<file path="config.mk">
export PLATFORM = sky130hd
export DESIGN_NAME = seq_signed_divider_flat
export DESIGN_NICKNAME = d
export VERILOG_FILES = /design/src/rtl/seq_signed_divider_pkg.sv /design/src/rtl/seq_signed_divider_if.sv /design/src/rtl/seq_signed_divider_div_step_cell.sv /design/src/rtl/seq_signed_divider.sv /design/src/flat_wrapper.sv
export SDC_FILE = /design/constraint.sdc
export NUM_CORES = 1
export LEC_CHECK = 0
export BUFFER_PORTS_ARGS = -buffer_cell sky130_fd_sc_hd__buf_2
export CAP_MARGIN = 0
export CELL_PAD_IN_SITES_DETAIL_PLACEMENT = 1
export CELL_PAD_IN_SITES_GLOBAL_PLACEMENT = 2
export CORE_MARGIN = 5
export CORE_UTILIZATION = 36
export CTS_BUF_LIST = sky130_fd_sc_hd__clkbuf_8 sky130_fd_sc_hd__clkbuf_16
export CTS_CLUSTER_DIAMETER = 120
export DETAILED_ROUTE_END_ITERATION = 16
export PLACE_DENSITY_LB_ADDON = 0.08
export SLEW_MARGIN = 10
export SYNTH_ARGS = -nofsm -noshare
export SYNTH_HDL_FRONTEND = slang
export SYNTH_SLANG_ARGS = --single-unit
</file>
<file path="constraint.sdc">
create_clock -name CLK -period 3.15 [get_ports CLK]
set_clock_uncertainty 0.2 [all_clocks]
set_input_delay 0.1575 -clock CLK [delete_from_list [all_inputs] [get_ports CLK]]
set_output_delay 0.1575 -clock CLK [all_outputs]
set_load 0.01 [all_outputs]
</file>
<file path="src/rtl/seq_signed_divider_pkg.sv">
// Shared types and constants for the sequential signed divider.
package seq_div_pkg;

   typedef enum logic [1:0] {
      IDLE,
      CALC,
      FIX,
      DONE
   } state_t;

   localparam int DEF_WIDTH = 8;
   localparam int CNT_W     = $clog2(DEF_WIDTH);

   function automatic int cnt_width(input int w);
      return (w > 1) ? $clog2(w) : 1;
   endfunction

endpackage

</file>
<file path="src/rtl/seq_signed_divider_if.sv">
// Start/busy/done handshake and operand/result bus of the divider.
interface seq_signed_divider_if #(
   parameter int WIDTH = 8
);

   logic             Start;
   logic [WIDTH-1:0] A;
   logic [WIDTH-1:0] B;
   logic             Busy;
   logic             Done;
   logic [WIDTH-1:0] Q;
   logic [WIDTH-1:0] R;
   logic             DivZero;
   logic             Ovf;

   modport master (
      output Start, A, B,
      input  Busy, Done, Q, R, DivZero, Ovf
   );

   modport slave (
      input  Start, A, B,
      output Busy, Done, Q, R, DivZero, Ovf
   );

endinterface

</file>
<file path="src/rtl/seq_signed_divider_div_step_cell.sv">
// One restoring-division step: shift in a dividend bit, trial-subtract,
// keep or restore the partial remainder.
module div_step_cell #(
   parameter int WIDTH = 8
) (
   input  logic [WIDTH:0]   rem_i,
   input  logic             bit_i,
   input  logic [WIDTH-1:0] dvs_i,
   output logic [WIDTH:0]   rem_o,
   output logic             q_o
);

   logic [WIDTH+1:0] shifted;
   logic [WIDTH+1:0] trial;

   // One extra top bit makes the trial difference's sign explicit.
   always_comb begin
      shifted = {rem_i, bit_i};
      trial   = shifted - {2'b00, dvs_i};
      q_o     = ~trial[WIDTH+1];
      rem_o   = q_o ? trial[WIDTH:0] : shifted[WIDTH:0];
   end

endmodule

</file>
<file path="src/rtl/seq_signed_divider.sv">
// Sequential signed divider: restoring division on magnitudes, one
// quotient bit per clock, then sign fix-up and special cases.
module seq_signed_divider
   import seq_div_pkg::*;
#(
   parameter int WIDTH = DEF_WIDTH
) (
   input logic            CLK,
   input logic            RST,
   seq_signed_divider_if.slave bus
);

   localparam int CW = cnt_width(WIDTH);
   localparam logic [CW-1:0]    LAST     = CW'(WIDTH - 1);
   localparam logic [WIDTH-1:0] MOST_NEG = {1'b1, {(WIDTH-1){1'b0}}};
   localparam logic [WIDTH-1:0] ONE      = WIDTH'(1);

   state_t           state_q, state_d;
   logic [CW-1:0]    cnt_q, cnt_d;
   logic [WIDTH:0]   rem_q, rem_d;
   logic [WIDTH-1:0] dvd_q, dvd_d;
   logic [WIDTH-1:0] dvs_q, dvs_d;
   logic [WIDTH-1:0] a_q, a_d;
   logic             sb_q, sb_d;
   logic [WIDTH-1:0] q_q, q_d;
   logic [WIDTH-1:0] r_q, r_d;
   logic             dz_q, dz_d;
   logic             ovf_q, ovf_d;
   logic             busy_q, busy_d;
   logic             done_q, done_d;

   logic [WIDTH:0]   step_rem;
   logic             step_q;
   logic [WIDTH-1:0] a_mag;
   logic [WIDTH-1:0] b_mag;

   div_step_cell #(
      .WIDTH(WIDTH)
   ) u_step (
      .rem_i(rem_q),
      .bit_i(dvd_q[WIDTH-1]),
      .dvs_i(dvs_q),
      .rem_o(step_rem),
      .q_o  (step_q)
   );

   // Magnitudes are unsigned, so the most-negative value maps cleanly.
   assign a_mag = bus.A[WIDTH-1] ? -bus.A : bus.A;
   assign b_mag = bus.B[WIDTH-1] ? -bus.B : bus.B;

   always_comb begin
      state_d = state_q;
      cnt_d   = cnt_q;
      rem_d   = rem_q;
      dvd_d   = dvd_q;
      dvs_d   = dvs_q;
      a_d     = a_q;
      sb_d    = sb_q;
      q_d     = q_q;
      r_d     = r_q;
      dz_d    = dz_q;
      ovf_d   = ovf_q;
      unique case (state_q)
         IDLE: begin
            if (bus.Start) begin
               a_d     = bus.A;
               sb_d    = bus.B[WIDTH-1];
               dvd_d   = a_mag;
               dvs_d   = b_mag;
               rem_d   = '0;
               cnt_d   = '0;
               state_d = CALC;
            end
         end
         CALC: begin
            rem_d = step_rem;
            dvd_d = {dvd_q[WIDTH-2:0], step_q};
            cnt_d = cnt_q + CW'(1);
            if (cnt_q == LAST) begin
               state_d = FIX;
            end
         end
         FIX: begin
            if (dvs_q == '0) begin
               q_d   = '1;
               r_d   = a_q;
               dz_d  = 1'b1;
               ovf_d = 1'b0;
            end else if (a_q == MOST_NEG && sb_q && dvs_q == ONE) begin
               q_d   = a_q;
               r_d   = '0;
               dz_d  = 1'b0;
               ovf_d = 1'b1;
            end else begin
               q_d   = (a_q[WIDTH-1] ^ sb_q) ? -dvd_q : dvd_q;
               r_d   = a_q[WIDTH-1] ? -rem_q[WIDTH-1:0]
                                    : rem_q[WIDTH-1:0];
               dz_d  = 1'b0;
               ovf_d = 1'b0;
            end
            state_d = DONE;
         end
         DONE: begin
            state_d = IDLE;
         end
         default: begin
            state_d = IDLE;
         end
      endcase
      busy_d = (state_d != IDLE);
      done_d = (state_d == DONE);
   end

   always_ff @(posedge CLK or posedge RST) begin
      if (RST) begin
         state_q <= IDLE;
         cnt_q   <= '0;
         rem_q   <= '0;
         dvd_q   <= '0;
         dvs_q   <= '0;
         a_q     <= '0;
         sb_q    <= 1'b0;
         q_q     <= '0;
         r_q     <= '0;
         dz_q    <= 1'b0;
         ovf_q   <= 1'b0;
         busy_q  <= 1'b0;
         done_q  <= 1'b0;
      end else begin
         state_q <= state_d;
         cnt_q   <= cnt_d;
         rem_q   <= rem_d;
         dvd_q   <= dvd_d;
         dvs_q   <= dvs_d;
         a_q     <= a_d;
         sb_q    <= sb_d;
         q_q     <= q_d;
         r_q     <= r_d;
         dz_q    <= dz_d;
         ovf_q   <= ovf_d;
         busy_q  <= busy_d;
         done_q  <= done_d;
      end
   end

   assign bus.Busy    = busy_q;
   assign bus.Done    = done_q;
   assign bus.Q       = q_q;
   assign bus.R       = r_q;
   assign bus.DivZero = dz_q;
   assign bus.Ovf     = ovf_q;

endmodule

</file>
<file path="src/flat_wrapper.sv">
// flat-port wrapper written by rule: the top's interface ports become plain ports
module seq_signed_divider_flat import seq_div_pkg::*;
#(
   parameter int WIDTH = DEF_WIDTH
)
  (CLK, RST, bus_Start, bus_A, bus_B, bus_Busy, bus_Done, bus_Q, bus_R, bus_DivZero, bus_Ovf);
  seq_signed_divider_if #(.WIDTH(WIDTH)) bus_i ();
  input logic CLK;
  input logic RST;
  input wire logic [$bits(bus_i.Start)-1:0] bus_Start;
  input wire logic [$bits(bus_i.A)-1:0] bus_A;
  input wire logic [$bits(bus_i.B)-1:0] bus_B;
  output wire logic [$bits(bus_i.Busy)-1:0] bus_Busy;
  output wire logic [$bits(bus_i.Done)-1:0] bus_Done;
  output wire logic [$bits(bus_i.Q)-1:0] bus_Q;
  output wire logic [$bits(bus_i.R)-1:0] bus_R;
  output wire logic [$bits(bus_i.DivZero)-1:0] bus_DivZero;
  output wire logic [$bits(bus_i.Ovf)-1:0] bus_Ovf;
  assign bus_i.Start = bus_Start;
  assign bus_i.A = bus_A;
  assign bus_i.B = bus_B;
  assign bus_Busy = bus_i.Busy;
  assign bus_Done = bus_i.Done;
  assign bus_Q = bus_i.Q;
  assign bus_R = bus_i.R;
  assign bus_DivZero = bus_i.DivZero;
  assign bus_Ovf = bus_i.Ovf;
  seq_signed_divider #(.WIDTH(WIDTH)) u_core (.CLK(CLK), .RST(RST), .bus(bus_i));
endmodule
</file>
==> out/results.ini <==
[floorplan]
rows = 35
die_w_um = 106
chipHeight_um = 106
core_um2 = 9150
die_area_um2 = 11300
initial_core_util_pct = 36.6
boundaryPins = 39

[detailed_routing]
num_vias = 2820
detail-route-antenna-nets = 0
drt_pass1_iterations = 4
routed_wl_um = 9360
drt_iter0_markers = 107
drc = 0
viasPerCell = 5.22
wl_per_cell_um = 17.3

[clock_network]
cts_tree = done
cts.sinks = 59
clk_pin_slew_ns = 0.07
cts_setup_buffers = 0
cts_buffer_depth = 2
clk-insertion-delay-late_ns = 0.33
clockRootBuffer = clkbuf_8
cts_buffers = 9
htreeDepth = 3

[hold_path]
worstHoldPathType = primary input to flop

[finish]
area_delta_synth_final_pct = 22.1
diodes = 0
stdcell_area_um2 = 4090
post-route-util_pct = 44.7
layout.nets = 458
nFillCells = 1057
final_layout_size_suffix_gt1_share_pct = 16.6

[sta]
finalCriticalPeriod_ns = 2.67
setup_tns_ns = 0
rsz0062_at_grt = no
slew_headroom_pct = 51.6
max_freq_mhz = 374
period_share_pct = 84.8
finalMaxSlewViolations = 0
hold_viol_final = 0
whs_ns = 0.00345
setup_viol = 0
tightest_slew_ns = 0.723

[placed_design]
portBuffers = 38
gp_congestion = 0.785
placed_area_um2 = 3700
hpwl_um = 6980

[setup_path]
endpoint_kind = flop
required_ns = 3.13
crit_path_start_kind = flop
worstSetupPathType = flop to flop
path_delay_family = compound AO/OA/AOI/OAI gates
critPathBufInv = 0
crit_chain = ha_1 -> a21o_1 -> a221oi_2 -> a21boi_2 -> xnor2_2 -> o311ai_0
cp_slowest_cell = o311ai_0
crit_fanout = 11
arrival_ns = 2.65
max_stage_delay_ns = 0.50

[logic_synthesis]
async_flop_share_pct = 100
synth_edf_count = 0
ys_seq_elements = 59
synth_area_per_cell_um2 = 9.29
yosysSeqAreaShare_pct = 44.0
synth_cell_type_count = 49
ys.flop_type = dfrtp_1
synth_area_leader_cell = dfrtp_1
ys_top_cells_by_area = dfrtp_1 (44%), o21ai_0 (6.4%), nand2_1 (5.8%)
synth_top_area_share_pct = 44.0
synth_warnings = 0
synthesis.area_um2 = 3350
syn_inst = 361
synth_nets = 395

[pwr]
p_leak_nw = 1.92
power_density_nw_per_um2 = 1090
peakVddDrop_mv = 0.284

[global_routing]
grt-ovfl-total = 0
track_usage_pct = 17.9
antenna_found_initial = 0
grt_pass1_vias = 3099
grt_first_pass_wirelength_um = 16100
grt_max_degree = 39

[run_status]
status = complete, no violations

[flow_run]
cap_violations = 0

timing repair:
item                                    CTS  global route
hold buffers                             19             0
hold endpoints to repair                 42             0
endpoints found under the setup margin    0             4
gates resized for setup                   0             1
kinds of logic (layout without fill, tap and decap cells):
family | count (synthesis) | after routing | synth area share (%)
xor+xnor | 30 | 30 | 7.84
fa+ha+maj | 15 | 15 | 5.82
mux | 9 | 9 | 2.69
buf+inv | 36 | 104 | 4.11
flops | 59 | 59 | 44.0
simple gates | 108 | 108 | 15.2
compound gates | 104 | 104 | 20.3
layer usage:
layer	vias up	wire (um)	GRT usage (%)
li1	1397	-	-
met2	46	4200	27.6
met4	0	135	5.48
met1	1366	4690	25.8
met5	-	0	0
met3	11	339	3.04
metrics by stage:
step | power [W] | std cells | setup WS (ns)
after floorplan | 0.00309 | 361 | 0.764
after CTS | 0.00452 | 540 | 0.0723
after detailed placement | 0.00380 | 505 | 0.0801
final | 0.00447 | 540 | 0.479
after global routing | 0.00490 | 540 | 0.337
after global placement | 0.00372 | 505 | 0.171
worst paths after layout:
path                                             startpoint                          end  slack (ns)  cells after the start
worst min register to register  u_core.dvs_q[1]$_DFFE_PP0P_  u_core.dvs_q[1]$_DFFE_PP0P_        0.28                      2
worst max register to register  u_core.rem_q[3]$_DFFE_PP0P_  u_core.rem_q[1]$_DFFE_PP0P_        0.48                      6
worst max-delay path            u_core.rem_q[3]$_DFFE_PP0P_  u_core.rem_q[1]$_DFFE_PP0P_        0.48                      6
max in group asynchronous                               RST  u_core.bus.R[7]$_DFFE_PP0P_        1.94                      4
worst min-delay path                               bus_B[2]  u_core.dvs_q[2]$_DFFE_PP0P_       0.003                      4
min in group asynchronous                               RST    u_core.a_q[5]$_DFFE_PP0P_        0.21                      3
final cells by class:
cell class	instances	area [um2]	area share, %
timing repair buffer	65	453	11.1
tap	111	139	3.39
inverter	23	86.3	2.11
multi-input combinational	266	1750	42.6
sequential	59	1480	36.1
clock buffer	10	138	3.36
clock inverter	6	56.3	1.38
synthesized netlist by cell type, drive strengths merged, types with 2 or more instances:
library cell,n
dfrtp,59
nand2,53
o21ai,44
inv,23
nor2,19
xnor2,19
a22oi,14
ha,14
clkbuf,11
xor2,11
mux2i,9
o21a,7
a21oi,6
nand2b,6
o31ai,6
a22o,5
nand3,5
nor3,5
a21o,4
and3,4
a31oi,3
nor2b,3
or2,3
a21boi,2
buf,2
nor4,2
o211ai,2
o22ai,2
o311ai,2
o41ai,2
or4,2
registers in the layout, summed over array words and instances (netlist names):
register	count
u_core.sb_q	1
u_core.bus.R	8
u_core.rem_q	9
u_core.bus.DivZero	1
u_core.cnt_q	3
u_core.bus.Done	1
u_core.dvd_q	8
u_core.bus.Busy	1
u_core.bus.Q	8
u_core.dvs_q	8
u_core.bus.Ovf	1
u_core.a_q	8
u_core.state_q	2
tightest hold or removal path, cell delays in order:
cell	delay, ns
buf_2	0.12
xnor2_1	0.08
nand2_1	0.07
o21ai_0	0.07
placed cells by master (no fill, tap or decap), types with 2 or more instances in the layout:
cell and instances:
ha_1 14, o41ai_1 2, a31oi_1 3, a21o_1 4, nor2_1 18, nor3_1 5, xnor2_1 18, clkinv_2 3
o211ai_1 2, buf_4 7, or2_2 2, o31ai_1 6, a21oi_1 6, xor2_1 11, o21ai_0 43, a22oi_1 14
o311ai_0 2, dfrtp_1 59, mux2i_1 9, nand2b_1 6, o22ai_1 2, clkbuf_8 10, nand3_1 5, nor2b_1 3
nor4_1 2, a22o_1 5, o21a_1 7, inv_1 23, buf_2 38, dlygate4sd3_1 19, nand2_1 52, and3_1 4
power breakdown:
group | switching, W | internal [W] | total (W) | leakage [nW]
logic | 0.00126 | 0.00108 | 0.00234 | 1.08
clock network | 0.000307 | 0.000380 | 0.000687 | 0.103
registers | 0.000335 | 0.00111 | 0.00144 | 0.739
total | 0.00190 | 0.00257 | 0.00447 | 1.92
Power figures use the tool's default switching activity.
